<file path="src/rtl/scr1_dmem_wbuf.sv">
// +--------------------------------------------------------------------------+
// | scr1_dmem_wbuf : posted-store write buffer between the LSU and DMEM.     |
// | Optional sticky store-error capture: define SCR1_DMEM_WBUF_ERR_EN.       |
// | Revision: 1.0                                                            |
// +--------------------------------------------------------------------------+
`default_nettype none

module scr1_dmem_wbuf #(
    parameter int WBUF_DEPTH = 2,
    parameter int AWIDTH     = 32,
    parameter int DWIDTH     = 32
) (
    input  logic              clk,
    input  logic              rst,
    input  logic              lsu2wbuf_req_i,
    input  logic              lsu2wbuf_cmd_i,
    input  logic [1:0]        lsu2wbuf_width_i,
    input  logic [AWIDTH-1:0] lsu2wbuf_addr_i,
    input  logic [DWIDTH-1:0] lsu2wbuf_wdata_i,
    output logic              wbuf2lsu_req_ack_o,
    output logic [DWIDTH-1:0] wbuf2lsu_rdata_o,
    output logic [1:0]        wbuf2lsu_resp_o,
    output logic              wbuf2mem_req_o,
    output logic              wbuf2mem_cmd_o,
    output logic [1:0]        wbuf2mem_width_o,
    output logic [AWIDTH-1:0] wbuf2mem_addr_o,
    output logic [DWIDTH-1:0] wbuf2mem_wdata_o,
    input  logic              mem2wbuf_req_ack_i,
    input  logic [DWIDTH-1:0] mem2wbuf_rdata_i,
    input  logic [1:0]        mem2wbuf_resp_i,
`ifdef SCR1_DMEM_WBUF_ERR_EN
    output logic              wbuf_err_o,
    output logic [AWIDTH-1:0] wbuf_err_addr_o,
    input  logic              wbuf_err_clr_i,
`endif
    output logic              wbuf_empty_o
);

    localparam int PW = (WBUF_DEPTH > 1) ? $clog2(WBUF_DEPTH) : 1;
    localparam int CW = PW + 1;
    localparam logic [PW-1:0] PTR_ONE  = PW'(1);
    localparam logic [CW-1:0] CNT_ONE  = CW'(1);
    localparam logic [CW-1:0] CNT_FULL = CW'(WBUF_DEPTH);
    localparam logic [1:0]    RESP_OK  = 2'd1;
    localparam logic [1:0]    RESP_ER  = 2'd2;

    typedef enum logic [1:0] {
        IDLE    = 2'd0,
        ST_WAIT = 2'd1,
        LD_WAIT = 2'd2
    } state_e;

    state_e            state_q, state_d;
    logic [PW-1:0]     wr_ptr_q, rd_ptr_q;
    logic [CW-1:0]     cnt_q, cnt_d;
    logic              st_ok_q;
    logic [AWIDTH-1:0] addr_q  [WBUF_DEPTH];
    logic [1:0]        width_q [WBUF_DEPTH];
    logic [DWIDTH-1:0] wdata_q [WBUF_DEPTH];

    logic w_full, w_resp_vld, w_push, w_pop, w_ld_go, w_drain;

    // Request-side strobes are masked by rst so every output is 0 during reset.
    assign w_full     = (cnt_q == CNT_FULL);
    assign w_resp_vld = (mem2wbuf_resp_i == RESP_OK) || (mem2wbuf_resp_i == RESP_ER);
    assign w_push     = ~rst & lsu2wbuf_req_i & lsu2wbuf_cmd_i & ~w_full & (state_q != LD_WAIT);
    assign w_ld_go    = ~rst & lsu2wbuf_req_i & ~lsu2wbuf_cmd_i & (cnt_q == '0)
                        & (state_q == IDLE) & ~w_push;
    assign w_drain    = ~rst & (state_q == IDLE) & (cnt_q != '0);
    assign w_pop      = (state_q == ST_WAIT) & w_resp_vld;

    always_comb begin
        cnt_d = cnt_q;
        case ({w_push, w_pop})
            2'b10:   cnt_d = cnt_q + CNT_ONE;
            2'b01:   cnt_d = cnt_q - CNT_ONE;
            default: cnt_d = cnt_q;
        endcase
    end

    always_comb begin
        state_d = state_q;
        case (state_q)
            IDLE: begin
                if (w_drain && mem2wbuf_req_ack_i)
                    state_d = ST_WAIT;
                else if (w_ld_go && mem2wbuf_req_ack_i)
                    state_d = LD_WAIT;
            end
            ST_WAIT: if (w_resp_vld) state_d = IDLE;
            LD_WAIT: if (w_resp_vld) state_d = IDLE;
            default: state_d = IDLE;
        endcase
    end

    always_ff @(posedge clk or posedge rst) begin
        if (rst) begin
            state_q  <= IDLE;
            wr_ptr_q <= '0;
            rd_ptr_q <= '0;
            cnt_q    <= '0;
            st_ok_q  <= 1'b0;
        end else begin
            state_q <= state_d;
            cnt_q   <= cnt_d;
            st_ok_q <= w_push;
            if (w_push) wr_ptr_q <= wr_ptr_q + PTR_ONE;
            if (w_pop)  rd_ptr_q <= rd_ptr_q + PTR_ONE;
        end
    end

    always_ff @(posedge clk) begin
        if (w_push) begin
            addr_q[wr_ptr_q]  <= lsu2wbuf_addr_i;
            width_q[wr_ptr_q] <= lsu2wbuf_width_i;
            wdata_q[wr_ptr_q] <= lsu2wbuf_wdata_i;
        end
    end

    // Drain of buffered stores takes precedence over a waiting load.
    always_comb begin
        wbuf2mem_req_o   = 1'b0;
        wbuf2mem_cmd_o   = 1'b0;
        wbuf2mem_width_o = '0;
        wbuf2mem_addr_o  = '0;
        wbuf2mem_wdata_o = '0;
        if (w_drain) begin
            wbuf2mem_req_o   = 1'b1;
            wbuf2mem_cmd_o   = 1'b1;
            wbuf2mem_width_o = width_q[rd_ptr_q];
            wbuf2mem_addr_o  = addr_q[rd_ptr_q];
            wbuf2mem_wdata_o = wdata_q[rd_ptr_q];
        end else if (w_ld_go) begin
            wbuf2mem_req_o   = 1'b1;
            wbuf2mem_width_o = lsu2wbuf_width_i;
            wbuf2mem_addr_o  = lsu2wbuf_addr_i;
            wbuf2mem_wdata_o = lsu2wbuf_wdata_i;
        end
    end

    always_comb begin
        wbuf2lsu_req_ack_o = w_push | (w_ld_go & mem2wbuf_req_ack_i);
        wbuf2lsu_resp_o    = 2'd0;
        wbuf2lsu_rdata_o   = '0;
        if (state_q == LD_WAIT) begin
            wbuf2lsu_resp_o  = mem2wbuf_resp_i;
            wbuf2lsu_rdata_o = mem2wbuf_rdata_i;
        end else if (st_ok_q) begin
            wbuf2lsu_resp_o = RESP_OK;
        end
    end

    assign wbuf_empty_o = (cnt_q == '0) && (state_q == IDLE);

`ifdef SCR1_DMEM_WBUF_ERR_EN
    logic              err_q;
    logic [AWIDTH-1:0] err_addr_q;
    logic              w_err_set;

    assign w_err_set = w_pop & (mem2wbuf_resp_i == RESP_ER);

    // A new error beats a simultaneous clear and becomes the captured one.
    always_ff @(posedge clk or posedge rst) begin
        if (rst) begin
            err_q      <= 1'b0;
            err_addr_q <= '0;
        end else if (w_err_set) begin
            err_q <= 1'b1;
            if (!err_q || wbuf_err_clr_i) err_addr_q <= addr_q[rd_ptr_q];
        end else if (wbuf_err_clr_i) begin
            err_q <= 1'b0;
        end
    end

    assign wbuf_err_o      = err_q;
    assign wbuf_err_addr_o = err_addr_q;
`endif

endmodule

`default_nettype wire

</file>
<file path="config.mk">
export PLATFORM = sky130hd
export DESIGN_NAME = scr1_dmem_wbuf
export DESIGN_NICKNAME = d
export VERILOG_FILES = /design/src/rtl/scr1_dmem_wbuf.sv
export SDC_FILE = /design/constraint.sdc
export NUM_CORES = 1
export LEC_CHECK = 0
export ABC_AREA = 1
export BUFFER_PORTS_ARGS = -buffer_cell sky130_fd_sc_hd__buf_2
export CORE_UTILIZATION = 30
export DETAILED_ROUTE_END_ITERATION = 8
export PLACE_DENSITY_LB_ADDON = 0.15
export SLEW_MARGIN = 0
export SYNTH_ARGS = -nofsm -noshare
export SYNTH_HDL_FRONTEND = slang
export SYNTH_SLANG_ARGS = --single-unit
export TNS_END_PERCENT = 1
</file>
<file path="constraint.sdc">
create_clock -name clk -period 8.4 [get_ports clk]
set_input_delay 1.68 -clock clk [delete_from_list [all_inputs] [get_ports clk]]
set_output_delay 1.68 -clock clk [all_outputs]
set_load 0.01 [all_outputs]
</file>
==> impl_metrics.yaml, run 1 <==
critical_path:
  critPathLaunchType: "primary input"
  crit_path_frequent_cell: "buf_2"
  path_max_fanout: 38
  cpPeakStageDelay_ns: 0.63
  critPathTopFamily: "buffers and inverters"
  path_cells: "buf_2 > inv_1 > nand3_1 > nor2_4 > buf_4 > nand2_1 > o21ai_0 > buf_2"
  cp_data_required_time_ns: 6.72
  crit_type: "in -> out"
  worstPathArrival_ns: 3.76
  slowest_stage: "nor2_4"
  path_buf_inv: 4
  worstSetupEndpointType: "primary output"
logic_synthesis:
  ys.warnings.count: 0
  ys_ff_latch: 139
  syn_nets: 730
  synthCells: 621
  syn_avg_cell_area_um2: 10.04
  synth_area_leaders: "edfxtp_1 (64%), nand2_1 (11%), o21ai_0 (8.1%), inv_1 (6.9%), dfrtp_1 (2.8%)"
  seq_area_frac_synth_pct: 66.37
  synth_top_area_share_pct: 63.56
  syn-cell-area_um2: 6236
  yosys.area.top_type: "edfxtp_1"
  ys_types: 20
detailed_routing:
  drt-pass1-iter-count: 4
  ant_nets: 0
  drtIter0Drc: 154
  detail_route.vias_per_cell: 4.200
  routed_wl_mm: 14.18
  vias: 4633
  drc_errors: 0
  wl_per_cell_um: 12.85
run:
  drv_cap: 0
clock_network:
  cts_buffer_depth: 2
  htreeDepth: 4
  cts-hold-fix-buffers: 0
  cts-root-buf: "clkbuf_16"
  numCtsBuffers: 17
  clock-sinks: 139
  tritoncts: "yes"
  clk_pin_slew_worst_paths_ns: 0.06
  cts.repair.resized: 0
  postCtsSetupBuffers: 0
  clk_latency_ns: 0.41
global_routing:
  grt_max_degree: 78
  grt_pass1_wl_mm: 23.12
  met2_usage_pct: 22.62
  grt_use_met1_pct: 18.39
  antenna_found_initial: 0
  grt-ovfl-total: 0
  grt_use_met3_pct: 4.063
  grt_pass1_vias: 4417
  track_usage_pct: 14.07
  busiest_layer: "met2"
pwr:
  vdd_drop_max_mv: 0.1358
  leakage_nw: 3.831
  power.density_nw_per_um2: 277.9
  power_w: 0.002266
cells_and_area:
  syn_to_final_growth_pct: 30.80
  n_fill_cell: 2058
  final_design_area_no_fill_um2: 8157
  drive_gt1_share_pct: 29.77
  nets: 929
  stdcell_count: 1103
  n_antenna_cell: 0
timing:
  finalCritPeriodShare_pct: 64.72
  setup_viol: 0
  worst_pin_slew_ns: 1.121
  worst_slack_ns: 2.963
  min_period_ns: 5.437
  slew_headroom_pct: 25.25
  clock_skew_ns: 0.006871
  fmax_mhz: 183.9
  drv_slew: 0
  fin_tns_setup_ns: 0
  rsz0062_at_grt: "no"
  hold_viol: 0
floorplanning:
  rows: 52
  start_util_pct: 30.72
  fp.dieW_um: 146.2
  dieArea_um2: 21370
  ios: 209
  die_height_um: 146.2
  core_um2: 20300
placement:
  numPortBuffers: 208
  postPlaceCellArea_um2: 7508
  dp_hpwl_mm: 9.037
  post-place-ws_ns: 2.874
  dp.cells: 1071
  gp_congestion: 0.7264
hold_path:
  hold_class: "reg -> reg"
outcome:
  status: "complete, no violations"
## placed cells by master (no fill, tap or decap)
master | synthesis | routed
clkinvlp_4 | 0 | 1
nand3_1 | 3 | 3
o21ai_1 | 33 | 33
buf_4 | 1 | 5
inv_1 | 114 | 114
a21boi_0 | 1 | 1
clkbuf_16 | 0 | 17
buf_2 | 14 | 208
nor2_1 | 7 | 5
xnor2_1 | 1 | 1
inv_6 | 0 | 3
bufinv_16 | 0 | 5
nor2_4 | 0 | 3
clkinv_2 | 0 | 1
ha_1 | 4 | 4
a21oi_1 | 3 | 3
xor2_1 | 3 | 3
edfxtp_1 | 132 | 132
nand2_1 | 175 | 175
o21ai_0 | 101 | 101
nand2_2 | 1 | 1
clkinv_4 | 0 | 3
dfrtp_4 | 0 | 1
clkbuf_1 | 15 | 2
nand4_1 | 2 | 2
dfrtp_1 | 7 | 6
## final cells by class
type | instances | area, um2 | share of cell area (%)
Multi-Input combinational cell | 335 | 1521 | 18.65
Timing Repair Buffer | 213 | 1079 | 13.22
Inverter | 114 | 427.9 | 5.246
Sequential cell | 139 | 4143 | 50.79
Tap cell | 270 | 337.8 | 4.142
Clock buffer | 19 | 432.9 | 5.308
Clock inverter | 13 | 215.2 | 2.638
## flip-flops by register name, summed over array words and instances, names as in the netlist
| signal | flops |
|---|---|
| addr_q | 64 |
| wdata_q | 64 |
| state_q | 2 |
| rd_ptr_q | 1 |
| cnt_q | 2 |
| wr_ptr_q | 1 |
| width_q | 4 |
| st_ok_q | 1 |
## per-layer routing
layer,up-vias,routed length (um)
li1,2414,-
met1,2101,6786
met2,107,6614
met3,11,644
met4,0,131
met5,-,0
## through the flow
step           util (%)  hold WS (ns)
2_1_floorplan         -        0.5011
6_report          40.18        0.5547
4_1_cts           40.18        0.5537
5_1_grt           40.18        0.5970
3_5_place_dp      36.99        0.5463
3_3_place_gp      36.99        0.5518
## synthesized netlist by cell type
cell and number:
o21ai_1 33, dfrtp_1 7, nor2_2 1, buf_6 3
buf_4 1, buf_2 14, nand2_1 175, nand3_1 3
ha_1 4, o21ai_0 101, edfxtp_1 132, xnor2_1 1
clkbuf_1 15, nor2_1 7, nand4_1 2, a21oi_1 3
xor2_1 3, nand2_2 1, a21boi_0 1, inv_1 114
## power breakdown
part / total [W] / switching [W] / internal, W / leakage [nW]
clock: 0.000818 / 0.000287 / 0.000531 / 0.313
combinational: 0.000578 / 0.000369 / 0.000208 / 2.24
sequential: 0.000871 / 0.0000525 / 0.000818 / 1.28
total: 0.00227 / 0.000709 / 0.00156 / 3.83
## path summary, 6_finish.rpt
kind | from | end | slack, ns | cells after the start
setup / recovery | rst | wbuf2mem_wdata_o[2] | 2.96 | 8
min in group asynchronous | rst | st_ok_q$_DFF_PP0_ | 1.22 | 2
hold / removal | cnt_q[0]$_DFFE_PP0P_ | cnt_q[0]$_DFFE_PP0P_ | 0.55 | 1
max in group asynchronous | rst | rd_ptr_q$_DFFE_PP0P_ | 6.91 | 2
setup reg to reg | state_q[0]$_DFFE_PP0P_ | addr_q[0][0]$_DFFE_PP_ | 4.86 | 6
hold reg to reg | cnt_q[0]$_DFFE_PP0P_ | cnt_q[0]$_DFFE_PP0P_ | 0.55 | 1
## cells by family after synthesis
family / after synthesis / synth area share (%)
adder cells (fa/ha/maj): 4 / 0.8026
flip-flops: 139 / 66.37
AND/OR/NAND/NOR: 189 / 11.60
AO/OA/AOI/OAI: 138 / 11.12
buffers and inverters: 147 / 9.551
XOR/XNOR: 4 / 0.5619
Power figures use the tool's default switching activity.
==> inputs of run 2 (changes only) <==
- clock period: 8.4 -> 5.55 ns (I/O delays scaled with it)
==> run 2 against run 1 <==
  * Wire length is 0.54% higher
  * Utilization down 0.23 points
  * Combinational power rose by 45%
  * Clock power grew 32%
  * Count of clock-buffer cells in the layout fell by 1
  * Sequential share of layout area is 0.30 points higher
  * Via count shrank 0.37%
  * Sequential cell count unchanged
  * Hold slack got worse by 0.012 ns
  * Sequential power is 56% higher
  * Critical path type unchanged
  * Highest routed layer unchanged
==> impl_metrics.yaml, run 2 (synthesis gave the netlist of run 1 again) <==
outcome:
  status: "complete, no violations"
timing:
  hold_viol: 0
  drv_slew: 0
  slew_headroom_pct: 35.84
  rsz0062_at_grt: "no"
  setup_viol: 0
  fmax_mhz: 244.6
  clock_skew_ns: 0.007712
  min_period_ns: 4.088
  fin_tns_setup_ns: 0
  finalCritPeriodShare_pct: 73.66
  worst_pin_slew_ns: 0.9625
detailed_routing:
  detail_route.vias_per_cell: 4.174
  drtIter0Drc: 141
  wl_per_cell_um: 12.89
  drc_errors: 0
  vias: 4616
  routed_wl_mm: 14.25
  ant_nets: 0
  drt-pass1-iter-count: 4
floorplanning:
  fp.dieW_um: 146.2
  start_util_pct: 30.72
  ios: 209
  core_um2: 20300
  die_height_um: 146.2
  rows: 52
  dieArea_um2: 21370
critical_path:
  crit_type: "in -> out"
  path_cells: "buf_2 > inv_1 > nand3_1 > nor2_4 > buf_12 > inv_1 > o21ai_1 > buf_2"
  worstSetupEndpointType: "primary output"
  worstPathArrival_ns: 2.98
  path_max_fanout: 38
  cp_data_required_time_ns: 4.44
  path_buf_inv: 5
  cpPeakStageDelay_ns: 0.66
  critPathLaunchType: "primary input"
  critPathTopFamily: "buffers and inverters"
  slowest_stage: "nor2_4"
clock_network:
  cts_buffer_depth: 2
  clk_latency_ns: 0.41
  cts-hold-fix-buffers: 0
  clk_pin_slew_worst_paths_ns: 0.06
  tritoncts: "yes"
  cts.repair.resized: 0
  clock-sinks: 139
  numCtsBuffers: 17
  htreeDepth: 4
  postCtsSetupBuffers: 0
  cts-root-buf: "clkbuf_16"
global_routing:
  track_usage_pct: 13.84
  grt_pass1_vias: 4291
  grt_pass1_wl_mm: 22.80
  antenna_found_initial: 0
  grt-ovfl-total: 0
  grt_max_degree: 104
placement:
  numPortBuffers: 208
  postPlaceCellArea_um2: 7543
  dp_hpwl_mm: 9.033
  gp_congestion: 0.7231
pwr:
  power.density_nw_per_um2: 404.1
  combinationalPowerShare_pct: 25.5
  p_int_w: 0.002182
  vdd_drop_max_mv: 0.2694
  pwr-share-seq_pct: 41.6
  power.switching_w: 0.001094
  power_w: 0.003277
  switching_share_pct: 33.40
  leakage_nw: 3.802
  p_clk_share_pct: 32.9
cells_and_area:
  n_antenna_cell: 0
  nets: 932
  syn_to_final_growth_pct: 30.04
  mostFrequentLayoutCells: "buf_2 (208), nand2_1 (175), edfxtp_1 (132)"
  final_common_cell: "buf_2"
  final_design_area_no_fill_um2: 8109
  n_fill_cell: 2055
  reg_top3: "addr_q: 64 flops, wdata_q: 64 flops, width_q: 4 flops"
  drive_gt1_share_pct: 30.02
hold_path:
  hold_class: "reg -> reg"
run:
  drv_cap: 0
-- run 2: through the flow --
stage	setup slack, ns	hold slack [ns]	util [%]	std cells
2_1_floorplan	0.6689	0.5011	-	621
3_3_place_gp	1.420	0.5373	37.16	1074
3_5_place_dp	1.365	0.5382	37.16	1074
4_1_cts	1.366	0.5477	39.95	1106
5_1_grt	1.184	0.5564	39.95	1106
6_report	1.462	0.5430	39.95	1106
-- run 2: path summary, 6_finish.rpt --
path,slack (ns),start,depth (start not counted),end
min in group asynchronous,0.65,rst,2,st_ok_q$_DFF_PP0_
min,0.54,cnt_q[0]$_DFFE_PP0P_,1,cnt_q[0]$_DFFE_PP0P_
max reg2reg,3.09,state_q[0]$_DFFE_PP0P_,7,wdata_q[1][23]$_DFFE_PP_
max,1.46,rst,8,wbuf2lsu_req_ack_o
max in group asynchronous,4.62,rst,2,rd_ptr_q$_DFFE_PP0P_
min reg2reg,0.54,cnt_q[0]$_DFFE_PP0P_,1,cnt_q[0]$_DFFE_PP0P_
-- run 2: final cells by class --
class | instances | area [um2] | share of cell area, %
inverter | 114 | 427.9 | 5.277
tap | 270 | 337.8 | 4.166
multi-input combinational | 335 | 1521 | 18.76
sequential | 139 | 4143 | 51.09
clock inverter | 14 | 136.4 | 1.682
timing repair buffer | 216 | 1114 | 13.73
clock buffer | 18 | 429.2 | 5.292
-- run 2: per-layer routing --
layer	share of wire (%)	vias up	routed length, um	GRT usage, %
met5	0	-	0	0
met4	0.97	0	138	3.698
li1	-	2421	-	-
met3	4.6	13	651	4.188
met2	46	115	6558	22.19
met1	48	2067	6905	18.16
-- run 2: power by group through the flow --
stage	clock (W)	sequential [W]	combinational (W)
finish	0.00108	0.00136	0.000836
global route	0.00117	0.00139	0.000951
CTS	0.00112	0.00137	0.000860
detailed placement	0	0.00139	0.000856
global placement	0	0.00139	0.000855
floorplan	0	0.00128	0.000602
==> inputs of run 3 (changes only) <==
- clock period: 5.55 -> 4.2 ns (I/O delays scaled with it)
==> run 3 against run 2 <==
  * Combinational power grew 36%
  * Total power grew 30%
  * Count of clock-buffer cells in the layout shrank 1
  * Critical path type is now reg -> out
  * Largest power group unchanged
  * Sequential power grew 30%
==> impl_metrics.yaml, run 3 (synthesis gave the netlist of run 1 again) <==
critical_path:
  worstSetupEndpointType: "primary output"
  worstPathArrival_ns: 2.41
  slowest_stage: "buf_4"
  crit_path_frequent_cell: "inv_1"
  path_max_fanout: 39
  crit_type: "reg -> out"
  cp_data_required_time_ns: 3.36
  path_cells: "inv_1 > ha_1 > inv_1 > nor2_1 > nand2_2 > buf_4 > o21ai_0 > buf_2"
  cpPeakStageDelay_ns: 0.48
  r2r_cells: 7
  critPathLaunchType: "register"
clock_network:
  clock-sinks: 139
  cts_buffer_depth: 2
  cts.repair.resized: 0
  clk_pin_slew_worst_paths_ns: 0.05
  postCtsSetupBuffers: 0
  htreeDepth: 4
  numCtsBuffers: 17
  cts-root-buf: "clkbuf_16"
  tritoncts: "yes"
  cts-hold-fix-buffers: 0
  clk_latency_ns: 0.41
global_routing:
  met2_usage_pct: 22.67
  grt_use_met1_pct: 17.39
  grt_use_met3_pct: 4.188
  grt_pass1_wl_mm: 22.78
  track_usage_pct: 13.77
  grt_max_degree: 77
  busiest_layer: "met2"
  grt_pass1_vias: 4287
  grt-ovfl-total: 0
  antenna_found_initial: 0
pwr:
  vdd_drop_max_mv: 0.2794
  leakage_nw: 3.801
  power.density_nw_per_um2: 525.7
  p_clk_share_pct: 31.6
  power.switching_w: 0.001383
  switching_share_pct: 32.58
  combinationalPowerShare_pct: 26.8
  p_int_w: 0.002862
  power_w: 0.004245
  pwr-share-seq_pct: 41.6
timing:
  worst_pin_slew_ns: 0.7085
  hold_viol: 0
  slew_headroom_pct: 52.77
  fmax_mhz: 307.5
  setup_viol: 0
  worst_slack_ns: 0.9476
  whs_ns: 0.3907
  min_period_ns: 3.252
  clock_skew_ns: 0.006394
  drv_slew: 0
  finalCritPeriodShare_pct: 77.44
  rsz0062_at_grt: "no"
cells_and_area:
  mostFrequentLayoutCells: "buf_2 (208), nand2_1 (175), edfxtp_1 (132)"
  nets: 934
  syn_to_final_growth_pct: 29.47
  final_design_area_no_fill_um2: 8074
  drive_gt1_share_pct: 29.94
  n_antenna_cell: 0
  final_common_cell: "buf_2"
  reg_top3: "addr_q: 64 flops, wdata_q: 64 flops, width_q: 4 flops"
placement:
  gp_congestion: 0.7058
  post-place-ws_ns: 1.052
  dp_hpwl_mm: 9.351
  postPlaceCellArea_um2: 7546
  numPortBuffers: 208
floorplanning:
  start_util_pct: 30.72
  die_height_um: 146.2
  rows: 52
  dieArea_um2: 21370
  ios: 209
  core_um2: 20300
  fp.dieW_um: 146.2
hold_path:
  hold_class: "in -> async"
detailed_routing:
  drtIter0Drc: 177
  drc_errors: 0
  wl_per_cell_um: 12.84
  drt-pass1-iter-count: 4
  detail_route.vias_per_cell: 4.175
  routed_wl_mm: 14.19
  vias: 4613
  ant_nets: 0
outcome:
  status: "complete, no violations"
run:
  drv_cap: 0
==> run 3: layer usage <==
metal / wire (um) / vias up
met5: 0 / -
met4: 129 / 0
met3: 720 / 7
met2: 6805 / 109
met1: 6530 / 2072
li1: - / 2425
==> run 3: final timing paths <==
kind                                        startpoint                     end  slack [ns]
worst max-delay path            state_q[0]$_DFFE_PP0P_     wbuf2mem_wdata_o[1]        0.95
worst min-delay path                               rst       st_ok_q$_DFF_PP0_        0.39
worst max register to register  state_q[0]$_DFFE_PP0P_  addr_q[0][6]$_DFFE_PP_        1.74
worst min register to register    cnt_q[0]$_DFFE_PP0P_    cnt_q[0]$_DFFE_PP0P_        0.54
max in group asynchronous                          rst    rd_ptr_q$_DFFE_PP0P_        3.53
min in group clk                  cnt_q[0]$_DFFE_PP0P_    cnt_q[0]$_DFFE_PP0P_        0.54
==> run 3: metrics by stage <==
| stage | setup TNS, ns | std cells | utilization (%) |
|---|---|---|---|
| 2_1_floorplan | -54.26 | 621 | - |
| 3_3_place_gp | 0 | 1076 | 37.17 |
| 3_5_place_dp | 0 | 1076 | 37.17 |
| 4_1_cts | 0 | 1105 | 39.77 |
| 5_1_grt | 0 | 1105 | 39.77 |
| 6_report | 0 | 1105 | 39.77 |
==> run 3: power by group through the flow <==
stage | Combinational, W | Sequential, W | Clock [W]
after global routing | 0.00130 | 0.00179 | 0.00146
after global placement | 0.00117 | 0.00180 | 0
after CTS | 0.00118 | 0.00177 | 0.00139
final | 0.00114 | 0.00177 | 0.00134
after detailed placement | 0.00117 | 0.00180 | 0
after floorplan | 0.000795 | 0.00170 | 0
==> run 3: worst max-delay path: cells and delay by family (launching register included) <==
kind                     cells  cell delay, ns
flip-flops                   1            0.36
adder cells (fa/ha/maj)      1            0.22
buffers and inverters        4            0.79
AND/OR/NAND/NOR              2            0.46
AO/OA/AOI/OAI                1            0.16
==> run 3: area by class of cell <==
type	count	area (um2)
multi-input cells	335	1521
inverters	114	427.9
well taps	270	337.8
flip-flops and latches	139	4143
clock inverters	12	102.6
repair buffers	218	1116
fillers	2078	12230
clock buffers	17	425.4
